**src/rtl/mem_access_unit.sv**
```systemverilog
// RV32I MEM-stage data-memory access unit.
// Issues one valid/ack transaction per load/store, formats load data for MEM/WB,
// and stalls the upstream pipeline while the access is outstanding.
module mem_access_unit #(
  parameter int unsigned TIMEOUT_CYCLES = 255
) (
  input  logic        clk,
  input  logic        reset,
  input  logic        memread_in,
  input  logic        memwrite_in,
  input  logic [2:0]  funct3_in,
  input  logic [31:0] addr_in,
  input  logic [31:0] wdata_in,
  output logic        mem_req,
  output logic        mem_we,
  output logic [31:0] mem_addr,
  output logic [3:0]  mem_wstrb,
  output logic [31:0] mem_wdata,
  input  logic        mem_ack,
  input  logic [31:0] mem_rdata,
  output logic [31:0] readdata_out,
  output logic        stall_out,
  output logic        misaligned_out,
  output logic        bus_error_out
);

  // Counter only has to reach TIMEOUT_CYCLES-1 before the abort fires.
  localparam int unsigned CNT_W = (TIMEOUT_CYCLES > 1) ? $clog2(TIMEOUT_CYCLES) : 1;

  typedef enum logic [1:0] {
    ST_IDLE = 2'd0,
    ST_BUSY = 2'd1,
    ST_DONE = 2'd2
  } state_e;

  state_e             state_q;
  logic [CNT_W-1:0]   cnt_q;
  logic               req_q;
  logic               we_q;
  logic [31:0]        addr_q;
  logic [3:0]         wstrb_q;
  logic [31:0]        wdata_q;
  logic [2:0]         f3_q;
  logic [1:0]         off_q;
  logic [31:0]        rdata_q;
  logic               berr_q;

  logic               acc_c;
  logic               mis_c;
  logic               timeout_c;
  logic [1:0]         off_c;
  logic [3:0]         wstrb_d;
  logic [31:0]        wdata_d;
  logic [7:0]         byte_c;
  logic [15:0]        half_c;
  logic [31:0]        rdata_d;

  // Request decode: alignment/legality check, store strobes and lane-replicated data.
  always_comb begin
    acc_c   = memread_in | memwrite_in;
    off_c   = addr_in[1:0];
    mis_c   = 1'b1;
    wstrb_d = 4'b0000;
    wdata_d = 32'h0;
    case (funct3_in)
      3'b000:  mis_c = 1'b0;
      3'b001:  mis_c = off_c[0];
      3'b010:  mis_c = (off_c != 2'b00);
      3'b100:  mis_c = memwrite_in;
      3'b101:  mis_c = memwrite_in | off_c[0];
      default: mis_c = 1'b1;
    endcase
    if (memwrite_in) begin
      case (funct3_in[1:0])
        2'b00: begin
          wstrb_d = 4'b0001 << off_c;
          wdata_d = {4{wdata_in[7:0]}};
        end
        2'b01: begin
          wstrb_d = 4'b0011 << off_c;
          wdata_d = {2{wdata_in[15:0]}};
        end
        default: begin
          wstrb_d = 4'b1111;
          wdata_d = wdata_in;
        end
      endcase
    end
  end

  // Load formatting from the registered size/offset of the outstanding access.
  always_comb begin
    case (off_q)
      2'd0:    byte_c = mem_rdata[7:0];
      2'd1:    byte_c = mem_rdata[15:8];
      2'd2:    byte_c = mem_rdata[23:16];
      default: byte_c = mem_rdata[31:24];
    endcase
    half_c = off_q[1] ? mem_rdata[31:16] : mem_rdata[15:0];
    case (f3_q)
      3'b000:  rdata_d = {{24{byte_c[7]}}, byte_c};
      3'b100:  rdata_d = {24'h0, byte_c};
      3'b001:  rdata_d = {{16{half_c[15]}}, half_c};
      3'b101:  rdata_d = {16'h0, half_c};
      default: rdata_d = mem_rdata;
    endcase
  end

  // Abort once TIMEOUT_CYCLES consecutive BUSY cycles pass without an ack; 0 disables it.
  always_comb begin
    timeout_c = (TIMEOUT_CYCLES != 0) && (cnt_q == CNT_W'(TIMEOUT_CYCLES - 1));
  end

  // Stall and misalignment react in the IDLE cycle itself, so they are combinational.
  always_comb begin
    stall_out      = 1'b0;
    misaligned_out = 1'b0;
    if (!reset) begin
      case (state_q)
        ST_IDLE: begin
          stall_out      = acc_c & ~mis_c;
          misaligned_out = acc_c & mis_c;
        end
        ST_BUSY: stall_out = 1'b1;
        default: stall_out = 1'b0;
      endcase
    end
  end

  // Access FSM with registered bus-side outputs and load result.
  always_ff @(posedge clk) begin
    if (reset) begin
      state_q <= ST_IDLE;
      cnt_q   <= '0;
      req_q   <= 1'b0;
      we_q    <= 1'b0;
      addr_q  <= 32'h0;
      wstrb_q <= 4'b0000;
      wdata_q <= 32'h0;
      f3_q    <= 3'b000;
      off_q   <= 2'b00;
      rdata_q <= 32'h0;
      berr_q  <= 1'b0;
    end else begin
      case (state_q)
        ST_IDLE: begin
          if (acc_c) begin
            if (mis_c) begin
              rdata_q <= 32'h0;
            end else begin
              req_q   <= 1'b1;
              we_q    <= memwrite_in;
              addr_q  <= {addr_in[31:2], 2'b00};
              wstrb_q <= wstrb_d;
              wdata_q <= wdata_d;
              f3_q    <= funct3_in;
              off_q   <= off_c;
              cnt_q   <= '0;
              state_q <= ST_BUSY;
            end
          end
        end
        ST_BUSY: begin
          if (mem_ack) begin
            req_q   <= 1'b0;
            if (!we_q) begin
              rdata_q <= rdata_d;
            end
            state_q <= ST_DONE;
          end else if (timeout_c) begin
            req_q   <= 1'b0;
            rdata_q <= 32'h0;
            berr_q  <= 1'b1;
            state_q <= ST_DONE;
          end else begin
            cnt_q <= cnt_q + CNT_W'(1);
          end
        end
        ST_DONE: begin
          berr_q  <= 1'b0;
          state_q <= ST_IDLE;
        end
        default: state_q <= ST_IDLE;
      endcase
    end
  end

  assign mem_req       = req_q;
  assign mem_we        = we_q;
  assign mem_addr      = addr_q;
  assign mem_wstrb     = wstrb_q;
  assign mem_wdata     = wdata_q;
  assign readdata_out  = rdata_q;
  assign bus_error_out = berr_q;

endmodule

```
**config.mk**
```make
export PLATFORM = sky130hd
export DESIGN_NAME = mem_access_unit
export DESIGN_NICKNAME = d
export VERILOG_FILES = /design/src/rtl/mem_access_unit.sv
export SDC_FILE = /design/constraint.sdc
export NUM_CORES = 1
export LEC_CHECK = 0
export CORE_AREA = 2 2 116 118
export DETAILED_ROUTE_END_ITERATION = 8
export DIE_AREA = 0 0 118 120
export PLACE_DENSITY = 0.82
export SLEW_MARGIN = 20
export SYNTH_ARGS = -nofsm -noshare
export SYNTH_HDL_FRONTEND = slang
export SYNTH_SLANG_ARGS = --single-unit
```
**constraint.sdc**
```tcl
create_clock -name clk -period 2.1 [get_ports clk]
set_clock_uncertainty 0.1 [all_clocks]
set_input_delay 0.315 -clock clk [delete_from_list [all_inputs] [get_ports clk]]
set_output_delay 0.315 -clock clk [all_outputs]
set_load 0.05 [all_outputs]
```
Word-level counts from Yosys, hierarchy flattened
Index checks and enable logic that the tools add are counted.
{"block": "classes", "add_sub_neg": 1, "mul": 0, "div_mod_pow": 0, "magnitude_cmp": 0, "n_eq_ne": 21, "shift": 2, "mux": 36, "n_bitwise": 5, "n_reduce_logical": 14}
{"op": "32-bit two-way mux", "count": 6}
{"op": "32-bit one-hot mux with 2 select lines", "count": 2}
{"op": "32-bit one-hot mux with 4 select lines", "count": 1}
{"op": "8-bit two-way mux", "count": 4}
{"op": "8-bit one-hot mux with 3 select lines", "count": 1}
{"op": "16-bit two-way mux", "count": 1}
{"op": "8-bit one-hot mux with 2 select lines", "count": 1}
{"op": "3-bit == test (second input constant)", "count": 4}
{"op": "2-bit inequality test (second input constant)", "count": 6}
{"op": "5-bit AND reduction", "count": 2}
{"op": "1-bit two-way mux", "count": 9}
{"op": "3-bit AND reduction", "count": 3}
{"op": "8-bit by 1-bit adder with 8-bit output (second input constant)", "count": 1}
{"op": "8-bit == test (second input constant)", "count": 1}
{"op": "2-bit two-way mux", "count": 4}
{"op": "4-bit one-hot mux with 2 select lines", "count": 1}
{"op": "2-bit by 1-bit == test with 1-bit output (second input constant)", "count": 3}
{"op": "3-bit by 1-bit == test with 1-bit output (second input constant)", "count": 2}
{"op": "2-bit logical NOT", "count": 3}
{"op": "3-bit logical NOT", "count": 2}
{"op": "3-bit inequality test (second input constant)", "count": 2}
{"op": "1-bit one-hot mux with 2 select lines", "count": 3}
{"op": "2-bit nonzero test", "count": 3}
{"op": "1-bit one-hot mux with 5 select lines", "count": 1}
{"op": "other kinds (10)", "count": 13}
{"block": "word_totals", "register_bits": 116, "latchBits": 0, "mem_bits_rw": 0, "mem_bits_ro": 0, "in_bits": 104, "output_inout_bits": 105, "elab_cells": 90, "mem_count": 0}

Depth between registers and ports, before layout
Gate-level depths: netlist of the first run.
{"block": "depth", "ltp_word": 6, "ltp_mapped": 8, "mapped_depth_nobuf": 6}

Least setup slack after synthesis of the first run
OpenSTA, ideal clock, no wires.
{"block": "synth_path", "kind": "input to output", "startpoint": "input port funct3_in[0]", "endpoint": "output port stall_out", "arrival_ns": 2.437, "required_time_ns": 1.685, "path_slack_ns": -0.752, "cell_stages": 5, "path_buffers": 2, "path_cell_list": "buf_2 > a221oi_4 > o211ai_2 > clkbuf_1 > a211oi_1"}
{"block": "synth_between", "elab_chain_cells": 6, "word_cells_on_any_way": 10, "cone_classes": "eq/ne (4); mux (3); bitwise (2); reduce/logical (1)"}
{"item": "start: declaration", "line": "11", "rtl": "input logic [2:0] funct3_in,"}
{"item": "3-bit == test, or another cell as far along", "line": "65", "rtl": "case (funct3_in)"}
{"item": "1-bit one-hot mux with 5 select lines *", "line": "65"}
{"item": "1-bit NOT (no line) *"}
{"item": "1-bit bitwise AND *", "line": "121", "rtl": "stall_out = acc_c & ~mis_c;"}
{"item": "1-bit one-hot mux with 2 select lines *", "line": "119", "rtl": "case (state_q)"}
{"item": "1-bit two-way mux *", "line": "118", "rtl": "if (!reset) begin"}
{"item": "end: declaration", "line": "22", "rtl": "output logic stall_out,"}
Mark *: on every way between the ends. The rest lies on a longest branch, timed or not.

Final worst setup path of the first run
{"block": "layout_path", "startpoint": "input port funct3_in[2]", "endpoint": "output port stall_out"}
Same word-level chain as after synthesis.

==> flow_summary.json, run 1 <==
{
  "status": "complete, no violations",
  "antenna_found_initial": 2,
  "fp.dieH_um": 120,
  "stdcell_area_um2": 8840,
  "fin_crit_sh_pct": 97.7,
  "synthArstFlopShare_pct": 0,
  "clk_latency_ns": 0.42,
  "drt_iter0_drc": 369,
  "ys_ff_latch": 116,
  "crit_fanout": 5,
  "vias_per_cell": 5.39,
  "syn_to_final_growth_pct": 55.5,
  "netlist.area_leader.share_pct": 40.9,
  "fin_ws_ns": 0.0473,
  "ys_warn_count": 0,
  "firstDrtPassIters": 5,
  "start_util_pct": 43.8,
  "cts_tree": "built",
  "num-fill-cells": 1020,
  "slew_headroom_pct": 58.8,
  "hpwl_mm": 12.7,
  "cap_violations": 0,
  "vias": 5807,
  "slowest_stage": "dlygate4sd2_1",
  "cp.arrival_ns": 1.64,
  "critPathRequiredTime_ns": 1.68,
  "drt-total-wl_mm": 18.1,
  "wl_per_cell_um": 16.8,
  "critPathKind": "in2out",
  "setup_tns_ns": 0,
  "worstMarginPinSlew_ns": 0.615,
  "hold_violations": 0,
  "io_buffer_count": 206,
  "start_kind": "input pin",
  "drtAntennaViolNets": 0,
  "hold_class": "in2reg",
  "fmax_ghz": 0.487,
  "whs_path_depth": 2,
  "grt_max_degree": 42,
  "grt_pass1_wl_mm": 28.9,
  "gp_congestion": 0.905,
  "hold_buffers": 0,
  "numCtsBuffers": 17,
  "place_ws_ns": -0.284,
  "cts_htree_levels": 4,
  "critPathTopFamily": "buffers and inverters",
  "r2r_cells": 7,
  "die_x_um": 118,
  "synth_flop_cell": "dfxtp_1",
  "synth_edf_count": 0,
  "critPathBufInv": 3,
  "power.density_nw_per_um2": 791,
  "slew_violations": 0,
  "synth_most_common_cell": "dfxtp_1",
  "cts_sinks": 116,
  "grt_pass1_vias": 5774,
  "dpl_cell_area_um2": 8160,
  "syn_avg_cell_area_um2": 8.51,
  "clk_pin_slew_ns": 0.05,
  "period_minus_slack_ns": 2.05,
  "synth_common_cells": "dfxtp_1 (116), nand2_1 (100), a21oi_1 (59)",
  "track_usage_pct": 25.5,
  "synth_top_area_cell": "dfxtp_1",
  "cts_root_buf": "clkbuf_16",
  "crit_path_cell_trace": "dlygate4sd2_1, nor4_4, buf_4, o211ai_4, a211oi_4, buf_12",
  "vdd_ir_drop_max_mv": 0.573,
  "p_leak_nw": 3.24,
  "critPathMaxStageDelay_ns": 0.34,
  "rsz0062_at_grt": "false",
  "cts_buffer_depth": 2,
  "dieArea_um2": 14200,
  "fp-row-count": 42,
  "synth.area.top_cells": "dfxtp_1 (41%), nand2_1 (6.6%), a21oi_1 (5.2%), mux2_2 (5.2%), a22oi_1 (4.4%)",
  "ys_types": 54,
  "core_area_um2": 13000,
  "ys_seq_area_share_pct": 40.9,
  "path_depth": 6,
  "grt-ovfl-total": 0,
  "drc": 0,
  "cp-end-kind": "output pin",
  "fin_nets": 993,
  "io_pins": 209,
  "setup_viol": 0,
  "syn_area_um2": 5680,
  "drive_gt1_share_pct": 15.7,
  "syn_inst": 668
}
## per-layer routing
| layer | routed length [um] | global-route usage, % | up-vias | part of all wire [%] |
|---|---|---|---|---|
| li1 | - | - | 2803 | - |
| met1 | 7520 | 30.2 | 2744 | 42 |
| met2 | 8630 | 41.9 | 235 | 48 |
| met3 | 1620 | 10.9 | 25 | 9.0 |
| met4 | 292 | 8.06 | 0 | 1.6 |
| met5 | 0 | 0 | - | 0 |
## worst paths after layout
kind                      from                to  slack (ns)
hold reg to reg   mem_addr[30]      mem_addr[30]        0.35
hold / removal           reset          off_q[1]        0.12
setup reg to reg      cnt_q[0]  readdata_out[12]        0.16
setup / recovery  funct3_in[2]         stall_out        0.05
## report_power, final
group / total, mW / internal (mW) / switching, mW / leakage [nW]
clock: 3.08 / 2.07 / 1.02 / 0.306
sequential: 2.37 / 2.30 / 0.0704 / 0.942
combinational: 1.53 / 0.656 / 0.879 / 2.00
total: 6.99 / 5.02 / 1.97 / 3.24
## area by class of cell
type | instances | area (um2) | area share (%)
repair buffers | 257 | 2540 | 28.8
diodes | 2 | 5.00 | 0.0566
clock inverters | 9 | 151 | 1.71
well taps | 176 | 220 | 2.49
clock buffers | 22 | 474 | 5.37
multi-input cells | 465 | 3010 | 34.1
flip-flops and latches | 116 | 2320 | 26.3
inverters | 30 | 113 | 1.27
## flip-flops by register name (all words and copies together) (netlist names), 2 cells and up
name	count
mem_wstrb	4
readdata_out	32
mem_addr	30
cnt_q	8
state_q	2
off_q	2
f3_q	3
mem_wdata	32
## worst reg2reg max path: stages, from the launching register on
cell and delay, ns:
dfxtp_1 0.38, inv_1 0.07, ha_1 0.21, and3_1 0.22
a31oi_4 0.28, o21a_1 0.21, buf_12 0.17, mux2i_1 0.22
## repair_timing
action                     CTS  global route
buffers inserted             3             0
setup endpoints to repair   10            14
resized for setup            8             7
pin swaps                    2             3
## kinds of logic (layout without fill, tap and decap cells)
| kind of cell | count (synthesis) | in the layout | synth area share, % |
|---|---|---|---|
| other | 1 | 4 | 0.0660 |
| muxes | 48 | 48 | 9.03 |
| and+or+nand+nor | 231 | 231 | 19.2 |
| DFF | 116 | 116 | 40.9 |
| adders and majority gates | 2 | 2 | 0.440 |
| AOI/OAI and AO/OA | 182 | 182 | 23.3 |
| buffers and inverters | 88 | 318 | 7.16 |
## metrics by stage
| stage | cells | hold WS [ns] | total power, mW | util (%) |
|---|---|---|---|---|
| floorplan | 669 | 0.351 | 3.31 | - |
| global placement | 1041 | 0.338 | 3.91 | 62.9 |
| detailed placement | 1041 | 0.349 | 3.92 | 62.9 |
| CTS | 1075 | 0.100 | 7.01 | 67.9 |
| global route | 1077 | 0.135 | 7.24 | 68.1 |
| finish | 1077 | 0.116 | 6.99 | 68.1 |
## cell usage in the layout, fill, tap and decap left out, drive strengths merged, types with 3 or more instances in the layout
cell and count:
or3 7, mux2i 22, o21ai 24, o2111ai 8, nand3 33, o22ai 16
clkinv 5, mux2 26, inv 29, a22oi 33, nand2 100, clkbuf 23
a211o 8, nor2b 3, dlygate4sd2 4, nand2b 20, a21oi 59, a221o 10
clkdlybuf4s50 196, nor2 43, dfxtp 116, o31ai 8, nand4 4, and3b 8
nor3 5, bufinv 4, buf 55
(Power assumes the default switching activity.)
==> run 2: changes to the inputs <==
- ABC_AREA: unset -> 1
- CORE_AREA: 2 2 116 118 -> 2 2 115 117
- DIE_AREA: 0 0 118 120 -> 0 0 117 119
- SLEW_MARGIN: 20 -> 10
==> flow_summary.json, run 2 <==
{
  "drtAntennaViolNets": 0,
  "fp.dieH_um": 119,
  "grtUsageMet1_pct": 29.7,
  "p_leak_nw": 3.72,
  "r2r_cells": 7,
  "hold_buffers": 0,
  "drive_gt1_share_pct": 10.0,
  "netlist.area_leader.share_pct": 41.4,
  "synth_top_area_cell": "dfxtp_1",
  "syn_to_final_growth_pct": 56.2,
  "critPathRequiredTime_ns": 1.68,
  "grt_max_degree": 60,
  "cp.arrival_ns": 1.64,
  "vias_per_cell": 4.98,
  "rsz0062_at_grt": "true",
  "slew_violations": 0,
  "grt-ovfl-total": 0,
  "fmax_ghz": 0.488,
  "fin_crit_sh_pct": 97.7,
  "critPathKind": "in2out",
  "fin_ws_ns": 0.0490,
  "io_buffer_count": 206,
  "power.density_nw_per_um2": 924,
  "gp_congestion": 0.872,
  "worstMarginPinSlew_ns": 0.564,
  "cap_violations": 0,
  "grt_use_met3_pct": 9.82,
  "critPathTopFamily": "buffers and inverters",
  "place_ws_ns": -0.172,
  "fin_nets": 1179,
  "whs_path_depth": 2,
  "crit_fanout": 3,
  "cts_buffer_depth": 2,
  "ys_warn_count": 0,
  "slew_headroom_pct": 62.3,
  "vias": 6279,
  "mostFrequentLayoutCells": "nand2_1 (229), clkdlybuf4s50_1 (198), nor2_1 (157)",
  "grt_pass1_wl_mm": 28.7,
  "critPathBufInv": 4,
  "antenna_found_initial": 0,
  "ys_ff_latch": 116,
  "drc": 0,
  "clk_pin_slew_ns": 0.06,
  "slowest_stage": "clkdlybuf4s50_1",
  "io_pins": 209,
  "vdd_ir_drop_max_mv": 0.637,
  "die_x_um": 117,
  "hold_class": "in2reg",
  "drt_iter0_drc": 501,
  "stdcell_area_um2": 8750,
  "period_minus_slack_ns": 2.05,
  "numCtsBuffers": 17,
  "gr-usage-met2_pct": 43.6,
  "synth.area.top_cells": "dfxtp_1 (41%), nand2_1 (15%), nor2_1 (11%), a21oi_1 (7.9%), inv_1 (4.7%)",
  "grt.busiest_layer": "met2",
  "ys_types": 34,
  "cts_htree_levels": 4,
  "fp-row-count": 42,
  "start_util_pct": 43.5,
  "crit_path_cell_trace": "clkdlybuf4s50_1, inv_1, nor2_2, nand2_2, a21oi_2, inv_2, nor3_4, buf_12",
  "drt-total-wl_mm": 18.0,
  "grt_pass1_vias": 6057,
  "path_depth": 8,
  "synth_edf_count": 0,
  "insertedDiodeCount": 0,
  "synthArstFlopShare_pct": 0,
  "synth_most_common_cell": "nand2_1",
  "synth_common_cells": "nand2_1 (231), nor2_1 (158), dfxtp_1 (116)",
  "num-fill-cells": 1093,
  "hpwl_mm": 12.9,
  "ys_seq_area_share_pct": 41.4,
  "status": "complete, no violations",
  "critPathMaxStageDelay_ns": 0.48,
  "hold_violations": 0,
  "setup_viol": 0,
  "cp-end-kind": "output pin",
  "track_usage_pct": 26.3,
  "syn_area_um2": 5600,
  "dieArea_um2": 13900,
  "synth_flop_cell": "dfxtp_1",
  "wl_per_cell_um": 14.3,
  "firstDrtPassIters": 5,
  "clk_latency_ns": 0.43,
  "syn_avg_cell_area_um2": 6.58,
  "cts_tree": "built",
  "dpl_cell_area_um2": 8020,
  "cts_sinks": 116,
  "final_common_cell": "nand2_1",
  "syn_inst": 851,
  "start_kind": "input pin",
  "cts_root_buf": "clkbuf_16",
  "core_area_um2": 12900
}
run 2: changes by cell type in the layout (fill, tap and decap cells not counted), sizes merged, moves of 9 or more:
| cell | before | now |
|---|---|---|
| a21oi | 59 | 89 |
| a221o | 10 | 0 |
| a22oi | 33 | 0 |
| inv | 29 | 78 |
| mux2 | 26 | 0 |
| mux2i | 22 | 0 |
| nand2 | 100 | 235 |
| nand2b | 20 | 0 |
| nor2 | 43 | 165 |
| o21ai | 24 | 58 |
| o22ai | 16 | 7 |
run 2: routing by layer:
metal	part of all wire (%)	vias up
li1	-	3118
met1	40	2852
met2	48	269
met3	9.1	40
met4	2.7	0
met5	0	-
run 2: repair_timing:
item | CTS | global route
buffers inserted | 2 | 3
endpoints found under the setup margin | 2 | 2
resized for setup | 8 | 3
pin swaps | 4 | 5
run 2: cells by family (layout without fill, tap and decap cells):
family / after synthesis / count (layout) / share of synthesized area [%]
flops: 116 / 116 / 41.4
other cells: 1 / 2 / 0.0669
buf+inv: 125 / 359 / 10.1
xor+xnor: 5 / 5 / 0.782
compound gates: 164 / 164 / 15.3
fa+ha+maj: 2 / 2 / 0.447
simple gates: 438 / 438 / 31.8
run 2: final timing paths:
kind                start                to  slack (ns)
max          funct3_in[0]    misaligned_out        0.05
min reg2reg  mem_wdata[0]      mem_wdata[0]        0.36
min                 reset            mem_we        0.12
max reg2reg       f3_q[0]  readdata_out[15]        0.36
run 2: per-stage QoR:
stage               hold slack (ns)  cells  utilization (%)  setup TNS [ns]  power (mW)
detailed placement            0.352   1225             62.3           -8.62        4.82
floorplan                     0.350    852                -               0        3.97
global route                  0.115   1262             68.0         -0.0234        8.43
finish                        0.121   1262             68.0               0        8.09
global placement              0.345   1225             62.3           -4.03        4.79
CTS                          0.0955   1259             67.7         -0.0204        8.11
run 2: layout make-up:
class,count,area [um2],area share (%)
Timing Repair Buffer,249,2500,28.6
Multi-Input combinational cell,611,2750,31.4
Tap cell,176,220,2.52
Clock inverter,14,234,2.67
Clock buffer,18,429,4.90
Inverter,78,295,3.37
Sequential cell,116,2320,26.5
run 2: report_power, final:
group / total (mW) / internal [mW] / switching, mW
registers: 2.52 / 2.40 / 0.120
clock network: 3.28 / 2.21 / 1.07
logic: 2.29 / 0.852 / 1.44
total: 8.09 / 5.46 / 2.63
